`src/rtl/jt12_opacc_pkg.sv`:
```
`default_nettype none
// ============================================================================
// Module  : jt12_opacc_pkg
// Purpose : Shared constants and types for the operator output accumulator.
// Rev     : 1.0  initial release
// ============================================================================
package jt12_opacc_pkg;

  // Operators arrive in the order S1,S3,S2,S4; each group spans six channels
  typedef enum logic [1:0] {
    GRP_S1 = 2'd0,
    GRP_S3 = 2'd1,
    GRP_S2 = 2'd2,
    GRP_S4 = 2'd3
  } grp_e;

  localparam int         c_SLOTS     = 24;
  localparam int         c_NUM_CH    = 6;
  localparam int         c_ACC_W     = 11;
  localparam int         c_MIX_W     = 14;
  localparam logic [4:0] c_LAST_SLOT = 5'(c_SLOTS - 1);

  // Indexed [alg][grp]; a set bit marks that operator group as a carrier
  localparam logic [7:0][3:0] c_CARRIER_MASK = {
    4'b1111,  // alg 7
    4'b1110,  // alg 6
    4'b1110,  // alg 5
    4'b1100,  // alg 4
    4'b1000,  // alg 3
    4'b1000,  // alg 2
    4'b1000,  // alg 1
    4'b1000   // alg 0
  };

endpackage
`default_nettype wire

```
`src/rtl/jt12_opacc_ring.sv`:
```
`default_nettype none
// ============================================================================
// Module  : jt12_opacc_ring
// Purpose : N-stage x W-bit shift register with synchronous active-low reset.
// Rev     : 1.0  initial release
// ============================================================================
module jt12_opacc_ring #(
  parameter int N = 6,
  parameter int W = 11
) (
  input  logic         clk,
  input  logic         rst,
  input  logic [W-1:0] din,
  output logic [W-1:0] dout
);

  logic [W-1:0] r_stage [N];

  always_ff @(posedge clk) begin
    if (!rst) begin
      for (int i = 0; i < N; i++) r_stage[i] <= '0;
    end else begin
      r_stage[0] <= din;
      for (int i = 1; i < N; i++) r_stage[i] <= r_stage[i-1];
    end
  end

  assign dout = r_stage[N-1];

endmodule
`default_nettype wire

```
`src/rtl/jt12_opacc.sv`:
```
`default_nettype none
// ============================================================================
// Module  : jt12_opacc
// Purpose : Sums carrier operators per channel, pans and mixes six channels
//           into one saturated stereo sample per 24-slot frame.
// Rev     : 1.0  initial release
// ============================================================================
module jt12_opacc
  import jt12_opacc_pkg::*;
#(
  parameter int OUT_W   = 12,
  parameter int PCM_SHL = 2
) (
  input  logic                    clk,
  input  logic                    rst,
  input  logic                    zero,
  input  logic signed [8:0]       op_result,
  input  logic [2:0]              alg,
  input  logic [1:0]              rl,
  input  logic                    pcm_en,
  input  logic signed [8:0]       pcm,
  output logic signed [OUT_W-1:0] left,
  output logic signed [OUT_W-1:0] right,
  output logic                    sample
);

  logic [4:0]                 r_cnt;
  logic [4:0]                 w_cnt;
  grp_e                       w_grp;
  logic                       w_last;
  logic                       r_synced;
  logic                       r_frame_ok;
  logic signed [c_ACC_W-1:0]  w_contrib;
  logic signed [c_ACC_W-1:0]  w_ring_in;
  logic signed [c_ACC_W-1:0]  w_ring_out;
  logic signed [c_ACC_W-1:0]  w_pcm_ext;
  logic signed [c_ACC_W-1:0]  w_chsum;
  logic signed [c_MIX_W-1:0]  w_chsum_x;
  logic signed [c_MIX_W-1:0]  r_mix_l;
  logic signed [c_MIX_W-1:0]  r_mix_r;
  logic signed [c_MIX_W-1:0]  w_mix_l_nxt;
  logic signed [c_MIX_W-1:0]  w_mix_r_nxt;
  logic signed [OUT_W-1:0]    w_sat_l;
  logic signed [OUT_W-1:0]    w_sat_r;

  // zero overrides the free-running count in the very cycle it is seen
  assign w_cnt  = zero ? 5'd0 : r_cnt;
  assign w_last = (w_cnt == c_LAST_SLOT);

  always_comb begin
    w_grp = GRP_S4;
    if      (w_cnt < 5'd6)  w_grp = GRP_S1;
    else if (w_cnt < 5'd12) w_grp = GRP_S3;
    else if (w_cnt < 5'd18) w_grp = GRP_S2;
  end

  assign w_contrib  = c_CARRIER_MASK[alg][w_grp] ? c_ACC_W'(op_result) : '0;
  assign w_ring_in  = (w_grp == GRP_S1) ? w_contrib : w_ring_out + w_contrib;
  assign w_pcm_ext  = c_ACC_W'(pcm) <<< PCM_SHL;
  assign w_chsum    = (w_last && pcm_en) ? w_pcm_ext : w_ring_out + w_contrib;
  assign w_chsum_x  = c_MIX_W'(w_chsum);

  assign w_mix_l_nxt = r_mix_l + (rl[1] ? w_chsum_x : 14'sd0);
  assign w_mix_r_nxt = r_mix_r + (rl[0] ? w_chsum_x : 14'sd0);

  jt12_opacc_ring #(
    .N (c_NUM_CH),
    .W (c_ACC_W)
  ) u_ring (
    .clk  (clk),
    .rst  (rst),
    .din  (w_ring_in),
    .dout (w_ring_out)
  );

  generate
    if (OUT_W >= c_MIX_W) begin : g_sat_pass
      assign w_sat_l = OUT_W'(w_mix_l_nxt);
      assign w_sat_r = OUT_W'(w_mix_r_nxt);
    end else begin : g_sat_clip
      localparam logic signed [c_MIX_W-1:0] c_MAX = c_MIX_W'((1 <<< (OUT_W-1)) - 1);
      localparam logic signed [c_MIX_W-1:0] c_MIN = c_MIX_W'(-(1 <<< (OUT_W-1)));
      assign w_sat_l = (w_mix_l_nxt > c_MAX) ? OUT_W'(c_MAX) :
                       (w_mix_l_nxt < c_MIN) ? OUT_W'(c_MIN) : OUT_W'(w_mix_l_nxt);
      assign w_sat_r = (w_mix_r_nxt > c_MAX) ? OUT_W'(c_MAX) :
                       (w_mix_r_nxt < c_MIN) ? OUT_W'(c_MIN) : OUT_W'(w_mix_r_nxt);
    end
  endgenerate

  always_ff @(posedge clk) begin
    if (!rst) begin
      r_cnt      <= '0;
      r_synced   <= 1'b0;
      r_frame_ok <= 1'b0;
      r_mix_l    <= '0;
      r_mix_r    <= '0;
      left       <= '0;
      right      <= '0;
      sample     <= 1'b0;
    end else begin
      r_cnt    <= w_last ? 5'd0 : w_cnt + 5'd1;
      r_synced <= r_synced | zero;
      sample   <= 1'b0;
      // A frame only counts if its slot 0 was seen after the first zero
      if (w_cnt == 5'd0) r_frame_ok <= r_synced | zero;
      if (w_last || w_cnt == 5'd0) begin
        r_mix_l <= '0;
        r_mix_r <= '0;
      end else if (w_grp == GRP_S4) begin
        r_mix_l <= w_mix_l_nxt;
        r_mix_r <= w_mix_r_nxt;
      end
      if (w_last && r_frame_ok) begin
        left   <= w_sat_l;
        right  <= w_sat_r;
        sample <= 1'b1;
      end
    end
  end

endmodule
`default_nettype wire

```
`config.mk`:
```
export PLATFORM = sky130hd
export DESIGN_NAME = jt12_opacc
export DESIGN_NICKNAME = d
export VERILOG_FILES = /design/src/rtl/jt12_opacc_pkg.sv /design/src/rtl/jt12_opacc_ring.sv /design/src/rtl/jt12_opacc.sv
export SDC_FILE = /design/constraint.sdc
export NUM_CORES = 1
export LEC_CHECK = 0
export ABC_CLOCK_PERIOD_IN_PS = 7300
export BUFFER_PORTS_ARGS = -buffer_cell sky130_fd_sc_hd__buf_2
export CAP_MARGIN = 20
export CELL_PAD_IN_SITES_DETAIL_PLACEMENT = 0
export CELL_PAD_IN_SITES_GLOBAL_PLACEMENT = 1
export CORE_MARGIN = 4
export CORE_UTILIZATION = 46
export CTS_CLUSTER_SIZE = 16
export DETAILED_ROUTE_END_ITERATION = 6
export PLACE_DENSITY = 0.84
export SLEW_MARGIN = 10
export SYNTH_ARGS = -nofsm -noshare
export SYNTH_HDL_FRONTEND = slang
export SYNTH_SLANG_ARGS = --single-unit
```
`constraint.sdc`:
```
create_clock -name clk -period 7.3 [get_ports clk]
set_clock_uncertainty 0.05 [all_clocks]
set_input_delay 0 -clock clk [delete_from_list [all_inputs] [get_ports clk]]
set_output_delay 0 -clock clk [all_outputs]
set_load 0.005 [all_outputs]
```
==> flow_metrics.py <==
metrics = {
    "synth": {
        "mean_syn_cell_area_sq_um": 8.543,
        "netlist_top_cells_count": "dfxtp_1 (126), nor2_1 (88), nand2_1 (75)",
        "syn-instance-count": 750,
        "ys_top_cells_by_area": "dfxtp_1 (39%), ha_1 (7.2%), and2_1 (6.2%), nor2_1 (5.2%), a21oi_1 (4.7%)",
        "yosysMostFrequentCell": "dfxtp_1",
        "syn-num-nets": 817,
        "synth_top_area_cell": "dfxtp_1",
        "yosysSeqAreaShare_pct": 39.37,
        "ys_types": 66,
        "synth-async-reset-ratio_pct": 0,
        "number_of_enable_flip_flop_cells_after_synthesis": 0,
        "synth-warning-count": 0,
        "post-synth-top-area-fraction_pct": 39.37,
        "synth_ff_type": "dfxtp_1",
        "yosys_register_bits": 126,
        "synthesis.area_sq_um": 6407,
    },
    "sta": {
        "max_slew.worst_pin.slew_ns": 0.8918,
        "grt_setup_unrepaired": "false",
        "hold_viol": 0,
        "slew_headroom_pct": 40.14,
        "setup_viol": 0,
        "setup-tns-final_ns": 0,
        "hold_ws_ns": 0.04353,
        "post-route-period-util_pct": 92.91,
        "timing.final.crit_period_ns": 6.782,
        "final_report_max_slew_violation_count": 0,
        "fmaxAchievable_mhz": 147.4,
    },
    "routing": {
        "initialDrtViolationCount": 323,
        "routed-via-count": 5501,
        "avgViaCountPerCell": 5.562,
        "wirelength_microns": 15750,
        "routed_wire_length_per_instance_microns": 15.93,
        "detail_route.first_pass.iterations": 5,
        "drcViolationCount": 0,
        "antenna_violating_nets_remaining": 0,
    },
    "floorplan": {
        "die_y_microns": 126.0,
        "pin_count": 52,
        "core-area_sq_um": 13450,
        "starting_density_of_the_core_pct": 47.63,
        "die_w_microns": 126.0,
        "rows": 42,
        "design.die.area_sq_um": 15880,
    },
    "setup_path": {
        "worst_ep_arrival_time_ns": 7.05,
        "path_buf_inv": 3,
        "path_class": "reg -> reg",
        "crit_chain": "o311a_1 > buf_4 > a21oi_1 > nor2b_1 > ha_1 > fa_1 > a21oi_2 > o21bai_1 > or4_4 > and4_4 > a211oi_4 > mux2i_1 > buf_4 > nor2_1 > ha_1 > a21oi_1 > o21ai_0 > inv_1 > o21ai_0 > a211oi_1 > nand2b_1 > o22ai_2 > o21ai_4 > o221a_2",
        "cpPeakStageDelay_ns": 0.63,
        "cp_slowest_cell": "o22ai_2",
        "timing.critical_path.fanout_max": 24,
        "timing.critical_path.from_type": "flop",
        "worst_ep_required_time_ns": 7.57,
        "critical_path.endpoint_type": "flop",
        "critical_path.top_delay_family": "compound AO/OA/AOI/OAI gates",
    },
    "finish": {
        "post_route_cells_drive_above_1_share_pct": 13.79,
        "final.fill_count": 1230,
        "area.growth.synth_to_final_pct": 17.40,
        "layout.nets": 866,
        "multi_input_gate_area_sq_um": 3670,
        "regArea_sq_um": 2522,
    },
    "grt": {
        "number_of_antenna_violations_at_the_first_check_in_global_routing": 1,
        "use_met3_pct": 5.123,
        "first_pass_grt_wire_length_microns": 26160,
        "met1_demand_to_capacity_share_in_global_routing_pct": 26.35,
        "global_route.usage.total_pct": 20.40,
        "grt_most_used_layer": "met2",
        "via_count_of_the_first_global_routing_pass": 5333,
        "largest_net_degree_at_the_start_of_global_routing": 71,
        "gr-total-overflow": 0,
        "grt_use_met2_pct": 33.11,
    },
    "run": {
        "max_cap_viol_count": 0,
    },
    "power": {
        "power_per_cell_area_nw_per_um2": 221.6,
        "vdd_drop_max_mv": 0.1531,
        "leakage_nw": 3.159,
    },
    "hold_path": {
        "worst_hold_path_type": "in -> reg",
    },
    "clocking": {
        "source_to_sink_clock_delay_at_the_later_pin_of_the_worst_skew_pair_ns": 0.43,
        "cts_root_buffer_type": "clkbuf_16",
        "cts.sink_count": 126,
        "cts_inserted_buffers": 17,
        "cts_tree": "done",
        "clk_pin_slew_ns": 0.06,
        "cts_max_path_buffers": 2,
        "htreeDepth": 4,
    },
    "outcome": {
        "result_of_the_run": "finished clean",
    },
    "placed_design": {
        "dp_hpwl_microns": 11290,
        "gp_routability_congestion": 0.8776,
        "place.port_buffers": 51,
    },
}
-- stage by stage --
stage               std cells  cell area [sq um]  power, mW  setup WS, ns  util, %
global placement          949               6810     0.7666        0.7936    50.62
global route              989               7522      1.717       0.09500    55.92
CTS                       988               7520      1.683        0.5092    55.90
finish                    989               7522      1.667        0.5178    55.92
detailed placement        949               6810     0.7680        0.5505    50.62
floorplan                 750               6407     0.7451         1.719        -
-- tightest hold or removal path, cell delays in order --
cell     delay [ns]
buf_2          0.09
nor2b_1        0.17
mux2i_1        0.13
nor2_1         0.10
-- sequential cells by signal, summed over array words and instances, names as in the netlist --
| signal | flops |
|---|---|
| u_ring.r_stage | 66 |
| r_mix_r | 14 |
| r_cnt | 5 |
| r_mix_l | 14 |
| r_frame_ok | 1 |
| sample | 1 |
| right | 12 |
| left | 12 |
| r_synced | 1 |
-- metal layers --
metal | share of wire, % | vias up | wire, microns
li1 | - | 2719 | -
met1 | 46 | 2613 | 7292
met2 | 46 | 142 | 7297
met3 | 5.4 | 27 | 850
met4 | 2.0 | 0 | 310
met5 | 0 | - | 0
-- final cells by class --
| cell class | instances | area share, % |
|---|---|---|
| timing repair buffer | 67 | 5.223 |
| clock inverter | 12 | 2.428 |
| sequential | 126 | 33.53 |
| tap | 176 | 2.927 |
| inverter | 20 | 0.9980 |
| clock buffer | 20 | 6.071 |
| multi-input combinational | 567 | 48.79 |
| antenna | 1 | 0.03327 |
-- logic make-up after synthesis --
family / Yosys count / share of synthesized area (%)
buffers and inverters: 57 / 3.632
adder cells (fa/ha/maj): 40 / 8.162
multiplexers: 13 / 2.031
XOR/XNOR: 32 / 4.374
AND/OR/NAND/NOR: 300 / 23.12
flip-flops: 126 / 39.37
AO/OA/AOI/OAI: 182 / 19.31
-- cell usage in the layout (no fill, tap or decap), types with 4 or more instances in the layout --
| cell type | instances |
|---|---|
| a21oi_1 | 60 |
| a21o_1 | 9 |
| and3_1 | 5 |
| a211oi_1 | 10 |
| dlygate4sd3_1 | 7 |
| a32oi_1 | 11 |
| xor2_1 | 8 |
| nor2_1 | 88 |
| a211o_1 | 4 |
| nor3_1 | 7 |
| xnor2_1 | 24 |
| dfxtp_1 | 126 |
| nand4_1 | 5 |
| o21ai_1 | 11 |
| buf_4 | 9 |
| nand2_1 | 75 |
| nand3_1 | 11 |
| inv_1 | 19 |
| o21ai_0 | 24 |
| mux2i_1 | 13 |
| ha_1 | 37 |
| bufinv_16 | 4 |
| nor2b_1 | 23 |
| o21bai_1 | 9 |
| clkbuf_16 | 17 |
| and2_1 | 63 |
| o221a_2 | 9 |
| buf_2 | 51 |
| nand2b_1 | 6 |
-- power by group --
| group | switching, mW | total, mW | leakage, nW | internal [mW] |
|---|---|---|---|---|
| combinational | 0.0392 | 0.0619 | 1.84 | 0.0227 |
| sequential | 0.00254 | 0.695 | 1.02 | 0.692 |
| clock | 0.319 | 0.910 | 0.304 | 0.592 |
-- repair_timing --
action                                 in CTS  in global routing
hold buffers                                7                  0
endpoints found under the hold margin      12                  0
buffers inserted                            0                  0
resized for setup                           0                  0
setup endpoints to repair                   0                  0
-- path summary, 6_finish.rpt --
check,slack (ns),end,depth (start not counted),start
setup reg to reg,0.52,left[9]$_SDFFE_PN0P_,24,r_cnt[2]$_SDFF_PP0_
setup / recovery,0.52,left[9]$_SDFFE_PN0P_,24,r_cnt[2]$_SDFF_PP0_
hold reg to reg,0.38,u_ring.r_stage[0][56]$_SDFF_PN0_,1,u_ring.r_stage[0][45]$_SDFF_PN0_
hold / removal,0.04,u_ring.r_stage[0][0]$_SDFF_PN0_,4,op_result[0]
No activity file was read; power rests on OpenSTA's default activity.
